===== src/rtl/seg7_pkg.sv =====
// Shared constants and the hex-to-segment table for the 8-digit common-anode display.
package seg7_pkg;

  localparam int unsigned NUM_DIGITS = 8;
  localparam int unsigned IDX_W      = 3;

  localparam logic [6:0] SEG_BLANK = 7'h7F;
  localparam logic [7:0] AN_OFF    = 8'hFF;

  typedef logic [IDX_W-1:0] digit_idx_t;

  // Active-low {g,f,e,d,c,b,a}, indexed by nibble value.
  localparam logic [6:0] HEX_SEG [16] = '{
    7'h40, 7'h79, 7'h24, 7'h30, 7'h19, 7'h12, 7'h02, 7'h78,
    7'h00, 7'h10, 7'h08, 7'h03, 7'h46, 7'h21, 7'h06, 7'h0E
  };

endpackage


===== src/rtl/seg7_scanner_hex_to_seg.sv =====
// Combinational 4-bit hex to active-low 7-segment decoder.
module hex_to_seg
  import seg7_pkg::*;
(
  input  logic [3:0] nibble_i,
  output logic [6:0] seg_o
);

  always_comb begin
    seg_o = HEX_SEG[nibble_i];
  end

endmodule


===== src/rtl/seg7_scanner.sv =====
// Time-multiplexed 8-digit hex display driver with frame-aligned double buffering.
module seg7_scanner
  import seg7_pkg::*;
#(
  parameter int unsigned REFRESH_DIV = 100000,
  parameter int unsigned NUM_DIGITS  = 8
) (
  input  logic                    clk_i,
  input  logic                    rst_i,
  input  logic [4*NUM_DIGITS-1:0] data_i,
  input  logic                    load_i,
  input  logic                    blank_lz_i,
  input  logic [NUM_DIGITS-1:0]   dp_i,
  input  logic [NUM_DIGITS-1:0]   digit_en_i,
  output logic [NUM_DIGITS-1:0]   an_o,
  output logic [6:0]              seg_o,
  output logic                    dp_o,
  output logic                    frame_o
);

  localparam int unsigned DIV_W = (REFRESH_DIV > 1) ? $clog2(REFRESH_DIV) : 1;
  localparam int unsigned DW    = 4 * NUM_DIGITS;

  logic [DIV_W-1:0]      div_cnt_q, div_cnt_d;
  digit_idx_t            idx_q, idx_d;
  logic [DW-1:0]         shadow_q, shadow_d;
  logic [DW-1:0]         disp_q, disp_d;
  logic                  pending_q, pending_d;
  logic [NUM_DIGITS-1:0] an_q, an_d;
  logic [6:0]            seg_q, seg_d;
  logic                  dp_q, dp_d;
  logic                  frame_q, frame_d;

  logic                  tick, wrap, lz_blank;
  logic [3:0]            nibble;
  logic [6:0]            dec_seg;

  hex_to_seg u_hex_to_seg (
    .nibble_i (nibble),
    .seg_o    (dec_seg)
  );

  always_comb begin
    tick      = (div_cnt_q == DIV_W'(REFRESH_DIV - 1));
    wrap      = tick && (idx_q == digit_idx_t'(NUM_DIGITS - 1));
    div_cnt_d = tick ? '0 : div_cnt_q + 1'b1;
    idx_d     = tick ? (wrap ? '0 : idx_q + 1'b1) : idx_q;
    frame_d   = wrap;

    shadow_d  = shadow_q;
    pending_d = pending_q;
    disp_d    = disp_q;
    if (load_i) begin
      shadow_d  = data_i;
      pending_d = 1'b1;
    end
    // A load landing on the wrap tick goes straight to disp so it is not held off a whole frame.
    if (wrap) begin
      if (load_i) begin
        disp_d    = data_i;
        pending_d = 1'b0;
      end else if (pending_q) begin
        disp_d    = shadow_q;
        pending_d = 1'b0;
      end
    end

    nibble   = disp_q[{idx_q, 2'b00} +: 4];
    lz_blank = blank_lz_i && (idx_q != '0) && ((disp_q >> {idx_q, 2'b00}) == '0);

    an_d  = AN_OFF;
    seg_d = SEG_BLANK;
    dp_d  = 1'b1;
    if (digit_en_i[idx_q]) begin
      an_d  = ~(NUM_DIGITS'(1) << idx_q);
      seg_d = lz_blank ? SEG_BLANK : dec_seg;
      dp_d  = ~dp_i[idx_q];
    end
  end

  always_ff @(posedge clk_i) begin
    if (!rst_i) begin
      div_cnt_q <= '0;
      idx_q     <= '0;
      shadow_q  <= '0;
      disp_q    <= '0;
      pending_q <= 1'b0;
      an_q      <= AN_OFF;
      seg_q     <= SEG_BLANK;
      dp_q      <= 1'b1;
      frame_q   <= 1'b0;
    end else begin
      div_cnt_q <= div_cnt_d;
      idx_q     <= idx_d;
      shadow_q  <= shadow_d;
      disp_q    <= disp_d;
      pending_q <= pending_d;
      an_q      <= an_d;
      seg_q     <= seg_d;
      dp_q      <= dp_d;
      frame_q   <= frame_d;
    end
  end

  assign an_o    = an_q;
  assign seg_o   = seg_q;
  assign dp_o    = dp_q;
  assign frame_o = frame_q;

endmodule

===== config.mk =====
export PLATFORM = sky130hd
export DESIGN_NAME = seg7_scanner
export DESIGN_NICKNAME = d
export VERILOG_FILES = /design/src/rtl/seg7_pkg.sv /design/src/rtl/seg7_scanner_hex_to_seg.sv /design/src/rtl/seg7_scanner.sv
export SDC_FILE = /design/constraint.sdc
export NUM_CORES = 1
export LEC_CHECK = 0
export ABC_CLOCK_PERIOD_IN_PS = 6000
export BUFFER_PORTS_ARGS = -buffer_cell sky130_fd_sc_hd__buf_2
export CORE_MARGIN = 1
export CORE_UTILIZATION = 40
export DETAILED_ROUTE_END_ITERATION = 10
export PLACE_DENSITY_LB_ADDON = 0.15
export REMOVE_ABC_BUFFERS = 1
export SETUP_SLACK_MARGIN = 0.1
export SYNTH_ARGS = -nofsm -noshare
export SYNTH_HDL_FRONTEND = slang
export SYNTH_SLANG_ARGS = --single-unit
export TNS_END_PERCENT = 10

===== constraint.sdc =====
create_clock -name clk_i -period 6 [get_ports clk_i]
set_clock_uncertainty 0.15 [all_clocks]
set_input_delay 0 -clock clk_i [delete_from_list [all_inputs] [get_ports clk_i]]
set_output_delay 0 -clock clk_i [all_outputs]
set_load 0.05 [all_outputs]

==> impl_metrics.py, run 1 <==
metrics = {
    "outcome": {
        "status": "complete, no violations",
    },
    "cells_and_area": {
        "drive_above_1_share_pct": 18.2,
        "layout.nets": 626,
        "final_cell_count_no_fill": 710,
        "syn_to_final_growth_pct": 21.1,
        "antennaDiodeCount": 0,
        "fin_area_mm2": 0.00567,
        "most-common-layout-cells": "dfxtp_1 (102), buf_2 (68), nand2_1 (65), nor2_1 (39), mux2i_1 (37)",
        "mostFrequentLayoutCell": "dfxtp_1",
    },
    "worst_setup_path": {
        "crit_arrival_ps": 3910,
        "crit_type": "reg2reg",
        "worstPathMaxFanout": 15,
        "crit_chain": "buf_4 -> mux4_2 -> mux2i_1 -> ha_1 -> nand3_1 -> a2111oi_0 -> o221ai_1 -> a22oi_2 -> a221o_1",
        "required_ps": 6130,
        "max_stage_delay_ps": 780,
        "worstSetupStartpointType": "flop",
        "cp_slowest_cell": "dfxtp_1",
        "reg2reg_depth": 9,
        "r2r-start": "idx_q[0]$_SDFFE_PN0P_",
        "crit_start": "idx_q[0]$_SDFFE_PN0P_",
        "cp-end-kind": "flop",
    },
    "timing": {
        "rsz0062_at_grt": "false",
        "fin_crit_ps": 3780,
        "tns_ps": 0,
        "tightest_slew_ps": 1090,
        "hold_viol_final": 0,
        "setup_viol": 0,
        "slew_headroom_pct": 27.5,
        "period_share_pct": 62.9,
        "drv_slew": 0,
        "timing.hold.ws_ps": 28.9,
        "fmax_ghz": 0.265,
    },
    "logic_synthesis": {
        "synth_edf_count": 0,
        "syn_inst": 476,
        "synth_ff_type": "dfxtp_1",
        "synthArstFlopShare_pct": 0,
        "ys_warn_count": 0,
        "yosys.cell_types.count": 46,
        "yosys_register_bits": 102,
        "netlist_area_mm2": 0.00468,
        "syn_avg_cell_area_um2": 9.84,
        "yosysSeqAreaShare_pct": 43.6,
    },
    "floorplanning": {
        "fp.dieW_um": 110,
        "start_util_pct": 41.0,
        "core_mm2": 0.0114,
        "dieArea_mm2": 0.0121,
        "io_pins": 69,
        "die_h_um": 110,
        "num_rows": 39,
    },
    "clock_network": {
        "cts.sink_count": 102,
        "cts_tree": "yes",
        "ctsRootBufferMaster": "clkbuf_16",
        "clk_pin_slew_ps": 70,
        "cts_resized": 0,
        "clockBufferDepth": 2,
        "htree_levels": 3,
        "cts_buffers": 9,
        "clock_latency_ps": 350,
    },
    "detailed_routing": {
        "num_vias": 3642,
        "first_pass_iters": 4,
        "ant_nets": 0,
        "wl_per_cell_um": 14.2,
        "viasPerCell": 5.13,
        "drt-total-wl_um": 10100,
        "drc_errors": 0,
        "drt-initial-drc-count": 156,
    },
    "pwr": {
        "peakVddDrop_v": 0.000165,
        "p_int_uw": 1040,
        "sw_frac_of_total_pct": 23.2,
        "p_comb_share_pct": 7.3,
        "p_sw_uw": 315,
        "p_leak_uw": 0.00269,
        "p_total_uw": 1360,
        "p_clk_share_pct": 41.2,
        "power_frac_seq_pct": 51.5,
        "p_per_area_mw_per_mm2": 240,
    },
    "grt": {
        "grt_start_max_net_pins": 76,
        "grt_pass1_wl_um": 16500,
        "overflow": 0,
        "antenna_found_initial": 0,
        "track_usage_pct": 17.5,
        "grt_pass1_vias": 3430,
    },
    "placement": {
        "gp_congestion": 0.850,
        "place_area_mm2": 0.00506,
        "hpwl_um": 6930,
        "placed_cells": 662,
        "portBuffers": 68,
    },
    "run": {
        "cap_violations": 0,
    },
    "min_path": {
        "hold_depth": 5,
        "hp-class": "in2reg",
        "hp-start": "dp_i[6]",
    },
}
## synth_stat cells, drive strengths merged, types with 5 or more instances
cell type | n | area, um^2
mux4 | 12 | 270
nor2 | 39 | 146
ha | 12 | 150
o211a | 33 | 330
xnor2 | 6 | 52.6
nand4 | 5 | 31.3
a21oi | 6 | 30.0
dfxtp | 102 | 2040
mux2i | 37 | 370
o21ai | 10 | 50.1
xor2 | 8 | 70.1
nor4 | 6 | 52.6
nand2 | 65 | 244
and3 | 5 | 31.3
nor3 | 15 | 75.1
nand3 | 9 | 45.0
buf | 13 | 111
inv | 10 | 37.5
nor2b | 33 | 206
clkbuf | 15 | 56.3
## critical path, delay by kind of cell, from the launching register on
kind                       cells  cell delay (ps)
AOI/OAI and AO/OA              4             1150
muxes                          2              910
DFF                            1              780
buffers and inverters          1              340
adders and majority gates      1              300
and+or+nand+nor                1               80
## registers in the layout, indices dropped and copies added (netlist names)
register   flops
dp_o           1
idx_q          3
div_cnt_q     17
frame_o        1
disp_q        32
pending_q      1
an_o           8
seg_o          7
shadow_q      32
## metrics by stage
step / utilization [%] / worst slack, ps
detailed placement: 44.3 / 2200
global placement: 44.3 / 2410
global route: 49.6 / 1750
finish: 49.6 / 2220
floorplan: - / 2690
CTS: 49.6 / 2170
## metal layers
layer / vias up / global-route usage (%) / part of all wire [%]
met5: - / 0 / 0
met4: 0 / 5.08 / 1.4
met3: 14 / 4.00 / 4.7
met2: 92 / 28.0 / 45
met1: 1680 / 23.5 / 48
li1: 1856 / - / -
## kinds of logic after synthesis
family / count (synthesis) / share of synthesized area [%]
muxes: 49 / 13.7
DFF: 102 / 43.6
and+or+nand+nor: 190 / 19.9
AOI/OAI and AO/OA: 69 / 12.4
buffers and inverters: 40 / 4.54
xor gates and xnor gates: 14 / 2.62
adders and majority gates: 12 / 3.21
## power groups by stage
stage	sequential, uW	clock, uW	combinational, uW
final	699	560	99.0
after global routing	701	603	110
after CTS	699	576	101
after detailed placement	715	0	84.7
after global placement	715	0	83.7
after floorplan	724	0	34.5
## final cells by class
type                       instances  area [um^2]
multi-input combinational        334         2430
timing repair buffer             103          683
clock buffer                      10          239
fill                            1086         5750
inverter                          12         45.0
tap                              143          179
clock inverter                     6         51.3
sequential                       102         2040
## worst paths after layout
kind,to,slack (ps)
worst max-delay path,seg_o[6]$_SDFF_PP1_,2220
worst min-delay path,dp_o$_SDFF_PN1_,30
worst max register to register,seg_o[6]$_SDFF_PP1_,2220
worst min register to register,div_cnt_q[0]$_SDFF_PP0_,300
## what timing repair did
item	CTS	global route
setup buffers	0	0
hold buffers	32	0
endpoints found under the hold margin	64	0
(Power assumes the default switching activity.)
==> run 2, diff against run 1 <==
--- a/config.mk
+++ b/config.mk
@@ -5,7 +5,8 @@
 export SDC_FILE = /design/constraint.sdc
 export NUM_CORES = 1
 export LEC_CHECK = 0
-export ABC_CLOCK_PERIOD_IN_PS = 6000
+export ABC_AREA = 1
+export ABC_CLOCK_PERIOD_IN_PS = 3800
 export BUFFER_PORTS_ARGS = -buffer_cell sky130_fd_sc_hd__buf_2
 export CORE_MARGIN = 1
 export CORE_UTILIZATION = 40
==> constraint.sdc (replaced) <==
create_clock -name clk_i -period 3.8 [get_ports clk_i]
set_clock_uncertainty 0.15 [all_clocks]
set_input_delay 0 -clock clk_i [delete_from_list [all_inputs] [get_ports clk_i]]
set_output_delay 0 -clock clk_i [all_outputs]
set_load 0.05 [all_outputs]
==> run 2 against run 1 <==
  * Die area increased by 9.8%
  * Global-route usage increased by 1.1 points
  * Cell count increased by 33%
  * Via count increased by 25%
  * Sequential power increased by 57%
  * Final area increased by 9.4%
  * Sequential share of layout area decreased by 3.1 points
  * Critical path depth increased by 6
  * First-iteration DRC count increased by 35%
  * Worst setup slack got worse by 1100 ps
  * Register-to-register slack got worse by 1100 ps
  * Synthesized cell count increased by 43%
==> impl_metrics.py, run 2 <==
metrics = {
    "outcome": {
        "status": "complete, no violations",
    },
    "pwr": {
        "peakVddDrop_v": 0.000182,
        "p_leak_uw": 0.00271,
        "p_total_uw": 2260,
        "p_per_area_mw_per_mm2": 365,
    },
    "logic_synthesis": {
        "synthArstFlopShare_pct": 0,
        "synth_ff_type": "dfxtp_1",
        "yosysSeqAreaShare_pct": 39.7,
        "synth.area.top_cells": "dfxtp_1 (40%), nand2_1 (11%), mux2i_1 (6.2%), nor2_1 (6.1%), nand3_1 (5.0%)",
        "yosysMostFrequentCell": "nand2_1",
        "yosysTopAreaCell": "dfxtp_1",
        "ys_warn_count": 0,
        "yosys.cell_types.count": 43,
        "syn_inst": 683,
        "synth.top_cell.area_share_pct": 39.7,
        "syn_avg_cell_area_um2": 7.54,
        "yosys_register_bits": 102,
        "synth_edf_count": 0,
        "netlist_area_mm2": 0.00515,
        "yosys-top-cells-count": "nand2_1 (149), dfxtp_1 (102), nor2_1 (83), inv_1 (55), nand3_1 (51)",
    },
    "timing": {
        "drv_slew": 0,
        "fin_crit_ps": 2710,
        "period_share_pct": 71.3,
        "tns_ps": 0,
        "tightest_slew_ps": 943,
        "fmax_ghz": 0.369,
        "rsz0062_at_grt": "false",
        "slew_headroom_pct": 37.1,
        "hold_viol_final": 0,
        "setup_viol": 0,
    },
    "floorplanning": {
        "die_h_um": 115,
        "start_util_pct": 41.0,
        "fp.dieW_um": 115,
        "num_rows": 41,
        "dieArea_mm2": 0.0133,
        "core_mm2": 0.0126,
        "io_pins": 69,
    },
    "worst_setup_path": {
        "cp-end-kind": "flop",
        "crit_type": "reg2reg",
        "worstSetupStartpointType": "flop",
        "required_ps": 3940,
        "r2r-start": "idx_q[0]$_SDFFE_PN0P_",
        "crit_start": "idx_q[0]$_SDFFE_PN0P_",
        "crit_arrival_ps": 2850,
        "worstPathMaxFanout": 31,
    },
    "detailed_routing": {
        "drc_errors": 0,
        "wl_per_cell_um": 12.2,
        "ant_nets": 0,
        "drt-initial-drc-count": 211,
        "first_pass_iters": 5,
        "num_vias": 4566,
        "drt-total-wl_um": 11600,
        "viasPerCell": 4.83,
    },
    "placement": {
        "hpwl_um": 8180,
        "gp_congestion": 0.891,
        "portBuffers": 68,
    },
    "grt": {
        "grt_pass1_wl_um": 19600,
        "track_usage_pct": 18.6,
        "antenna_found_initial": 0,
        "overflow": 0,
        "grt_start_max_net_pins": 38,
        "grt_pass1_vias": 4293,
    },
    "run": {
        "cap_violations": 0,
    },
    "cells_and_area": {
        "utilization_pct": 49.3,
        "most-common-layout-cells": "nand2_1 (149), dfxtp_1 (102), nor2_1 (83), buf_2 (68), inv_1 (55)",
        "antennaDiodeCount": 0,
        "largest_registers": "disp_q (32), shadow_q (32), div_cnt_q (17)",
        "layout.nets": 832,
        "mostFrequentLayoutCell": "nand2_1",
        "syn_to_final_growth_pct": 20.4,
        "drive_above_1_share_pct": 16.0,
    },
    "clock_network": {
        "clockBufferDepth": 2,
        "cts_tree": "yes",
        "htree_levels": 3,
        "cts_buffers": 9,
        "clk_pin_slew_ps": 70,
        "cts.sink_count": 102,
        "cts_resized": 0,
        "clock_latency_ps": 350,
        "ctsRootBufferMaster": "clkbuf_16",
    },
    "min_path": {
        "hp-start": "digit_en_i[0]",
        "hp-class": "in2reg",
    },
}
## run 2: stage by stage
| stage | setup slack (ps) | hold WS, ps | cells | area [um^2] |
|---|---|---|---|---|
| after global routing | 697 | 122 | 945 | 6200 |
| after global placement | 1240 | 118 | 892 | 5510 |
| after floorplan | 879 | -25.9 | 641 | 4870 |
| after CTS | 1100 | 68.5 | 945 | 6200 |
| final | 1090 | 76.7 | 945 | 6200 |
| after detailed placement | 1130 | 123 | 892 | 5510 |
## run 2: cells by family after synthesis
family | share of synthesized area, %
adders and majority gates | 2.92
muxes | 6.22
DFF | 39.7
AOI/OAI and AO/OA | 8.70
and+or+nand+nor | 31.3
buffers and inverters | 9.82
xor gates and xnor gates | 1.36
## run 2: worst paths after layout
check	endpoint	slack, ps	depth (start not counted)
hold / removal	an_o[0]$_SDFF_PN1_	80	6
setup / recovery	seg_o[1]$_SDFF_PP1_	1090	15
hold reg to reg	disp_q[3]$_SDFFE_PN0P_	300	2
setup reg to reg	seg_o[1]$_SDFF_PP1_	1090	15
## run 2: report_power, final
group	switching [uW]	leakage (uW)	internal, uW
registers	7.73	0.000831	1100
logic	92.9	0.00172	79.2
clock network	408	0.000152	579
total	509	0.00271	1750
## run 2: critical path: stages, from the launching register on
cell	delay, ps
dfxtp_1	610
inv_4	250
nand2_1	150
nand3_1	110
nand3_1	120
nand2_1	160
inv_1	120
ha_1	190
nand2_1	60
nor2_1	90
o21ai_0	80
nor2_1	120
nand2_1	70
nor2_2	90
nand3_2	160
nand3_1	120
## run 2: what timing repair did
item	CTS	global route
setup buffers	0	0
hold endpoints to repair	65	0
setup endpoints to repair	0	0
hold buffers	37	0
## run 2: area by class of cell
cell class	instances	area, um^2
repair buffers	116	793
well taps	172	215
inverters	59	225
clock inverters	7	97.6
fillers	1290	6370
clock buffers	9	225
flip-flops and latches	102	2040
multi-input cells	480	2600
## run 2: layer usage
layer  up-vias  GRT usage [%]  wire length [um]  share of wire (%)
met3        16           4.13               494                4.3
met5         -              0                 0                  0
met1      2041           23.6              5630                 49
met4         0           8.31               265                2.3
met2        96           30.4              5170                 45
li1       2413              -                 -                  -
==> run 3, diff against run 2 <==
--- a/config.mk
+++ b/config.mk
@@ -6,7 +6,7 @@
 export NUM_CORES = 1
 export LEC_CHECK = 0
 export ABC_AREA = 1
-export ABC_CLOCK_PERIOD_IN_PS = 3800
+export ABC_CLOCK_PERIOD_IN_PS = 2280
 export BUFFER_PORTS_ARGS = -buffer_cell sky130_fd_sc_hd__buf_2
 export CORE_MARGIN = 1
 export CORE_UTILIZATION = 40
==> constraint.sdc (replaced) <==
create_clock -name clk_i -period 2.28 [get_ports clk_i]
set_clock_uncertainty 0.15 [all_clocks]
set_input_delay 0 -clock clk_i [delete_from_list [all_inputs] [get_ports clk_i]]
set_output_delay 0 -clock clk_i [all_outputs]
set_load 0.05 [all_outputs]
==> run 3 against run 2 <==
  * Count of clock-buffer cells in the layout grew 1
  * Maximum frequency grew 34%
  * Combinational power grew 71%
  * Power grew 63%
  * Hold slack lost 13 ps
  * Critical path depth is the same
  * Final area grew 2.9%
  * Cell count grew 1.5%
  * Non-clock buffer count grew 14
  * Largest cell class unchanged
==> impl_metrics.py, run 3 (synthesized netlist as in run 2, its figures left out) <==
metrics = {
    "clock_network": {
        "ctsRootBufferMaster": "clkbuf_16",
        "htree_levels": 3,
        "clk_pin_slew_ps": 80,
        "cts.sink_count": 102,
        "clock_latency_ps": 360,
        "cts_tree": "yes",
        "cts_buffers": 9,
        "clockBufferDepth": 2,
    },
    "run": {
        "cap_violations": 0,
    },
    "timing": {
        "hold_viol_final": 0,
        "setup_viol": 0,
        "drv_slew": 0,
        "slew_headroom_pct": 60.5,
        "period_share_pct": 89.0,
        "rsz0062_at_grt": "true",
        "fin_ws_ps": 250,
        "fin_crit_ps": 2030,
        "tightest_slew_ps": 591,
        "tns_ps": 0,
        "fmax_ghz": 0.493,
    },
    "floorplanning": {
        "io_pins": 69,
        "die_h_um": 115,
        "dieArea_mm2": 0.0133,
        "core_mm2": 0.0126,
        "start_util_pct": 41.0,
        "fp.dieW_um": 115,
        "num_rows": 41,
    },
    "grt": {
        "grt_start_max_net_pins": 33,
        "grt_pass1_wl_um": 19900,
        "grt_pass1_vias": 4280,
        "antenna_found_initial": 0,
        "track_usage_pct": 19.1,
        "overflow": 0,
    },
    "cells_and_area": {
        "most-common-layout-cells": "nand2_1 (147), dfxtp_1 (100), nor2_1 (83), buf_2 (68), inv_1 (53)",
        "largest_registers": "disp_q (32), shadow_q (32), div_cnt_q (17)",
        "fin_area_mm2": 0.00638,
        "drive_above_1_share_pct": 18.6,
        "layout.nets": 846,
        "utilization_pct": 50.8,
        "syn_to_final_growth_pct": 23.9,
        "antennaDiodeCount": 0,
        "mostFrequentLayoutCell": "nand2_1",
    },
    "worst_setup_path": {
        "max_stage_delay_ps": 350,
        "required_ps": 2420,
        "worstSetupStartpointType": "flop",
        "cp-end-kind": "flop",
        "crit_type": "reg2reg",
        "crit_arrival_ps": 2170,
        "crit_chain": "buf_6 -> nand2_1 -> nand3_1 -> nand2_1 -> nand2_1 -> nand2_2 -> ha_4 -> nand2_1 -> nor2_1 -> o21ai_1 -> nor2_1 -> nand2_1 -> nor2_2 -> nand3_4 -> nand3_1",
        "critical_path_buf_inv_count": 1,
        "path_common_cell": "nand2_1",
        "cp_slowest_cell": "dfxtp_2",
        "worstPathMaxFanout": 13,
        "crit_family": "simple AND/OR/NAND/NOR gates",
    },
    "detailed_routing": {
        "viasPerCell": 4.90,
        "wl_per_cell_um": 12.7,
        "ant_nets": 0,
        "drt-initial-drc-count": 181,
        "first_pass_iters": 4,
        "num_vias": 4700,
        "drt-total-wl_um": 12200,
        "drc_errors": 0,
    },
    "placement": {
        "pre_cts_ws_ps": 119,
        "place_area_mm2": 0.00561,
        "portBuffers": 68,
        "hpwl_um": 8930,
        "gp_congestion": 0.866,
    },
    "min_path": {
        "hp-class": "in2reg",
    },
    "pwr": {
        "p_per_area_mw_per_mm2": 578,
        "peakVddDrop_v": 0.000375,
        "p_leak_uw": 0.00279,
    },
    "outcome": {
        "status": "complete, no violations",
    },
}
==> run 3: timing repair <==
action / 4_1_cts / 5_1_grt
pin swaps: 0 / 4
endpoints found under the hold margin: 67 / 0
hold buffers: 38 / 0
gates resized for setup: 2 / 17
setup endpoints to repair: 7 / 10
cloned: 0 / 1
setup buffers: 0 / 0
==> run 3: metrics by stage <==
step	power [uW]	std cells	hold WS, ps
after global routing	3850	959	99.7
after global placement	2120	904	121
after floorplan	2010	641	-25.9
final	3690	959	64.2
after CTS	3740	958	51.9
after detailed placement	2130	904	126
==> run 3: metal layers <==
layer	vias up	global-route usage (%)	share of wire, %
met4	0	8.31	2.8
li1	2444	-	-
met3	16	4.24	4.5
met5	-	0	0
met2	94	31.3	44
met1	2146	24.1	48
==> run 3: layout make-up <==
cell class	count	area [um^2]
flip-flops and latches	102	2050
clock inverters	6	71.3
clock buffers	10	229
multi-input cells	480	2640
well taps	172	215
inverters	59	228
repair buffers	130	947
fillers	1249	6190
==> run 3: worst paths after layout <==
kind	start	slack, ps	endpoint	cells past startpoint
setup / recovery	idx_q[0]$_SDFFE_PN0P_	250	seg_o[6]$_SDFF_PP1_	15
hold / removal	digit_en_i[7]	60	an_o[0]$_SDFF_PN1_	6
hold reg to reg	div_cnt_q[0]$_SDFF_PP0_	300	div_cnt_q[0]$_SDFF_PP0_	1
setup reg to reg	idx_q[0]$_SDFFE_PN0P_	250	seg_o[6]$_SDFF_PP1_	15
==> run 3: worst reg2reg max path, stage by stage (launching register included) <==
cell	delay, ps
dfxtp_2	350
buf_6	150
nand2_1	80
nand3_1	110
nand2_1	110
nand2_1	70
nand2_2	100
ha_4	140
nand2_1	40
nor2_1	90
o21ai_1	70
nor2_1	90
nand2_1	70
nor2_2	150
nand3_4	120
nand3_1	90
==> run 3: report_power, final <==
part	switching [uW]	leakage [uW]	internal (uW)
clock network	695	0.000139	859
registers	12.7	0.000833	1830
logic	157	0.00182	137
total	865	0.00279	2820
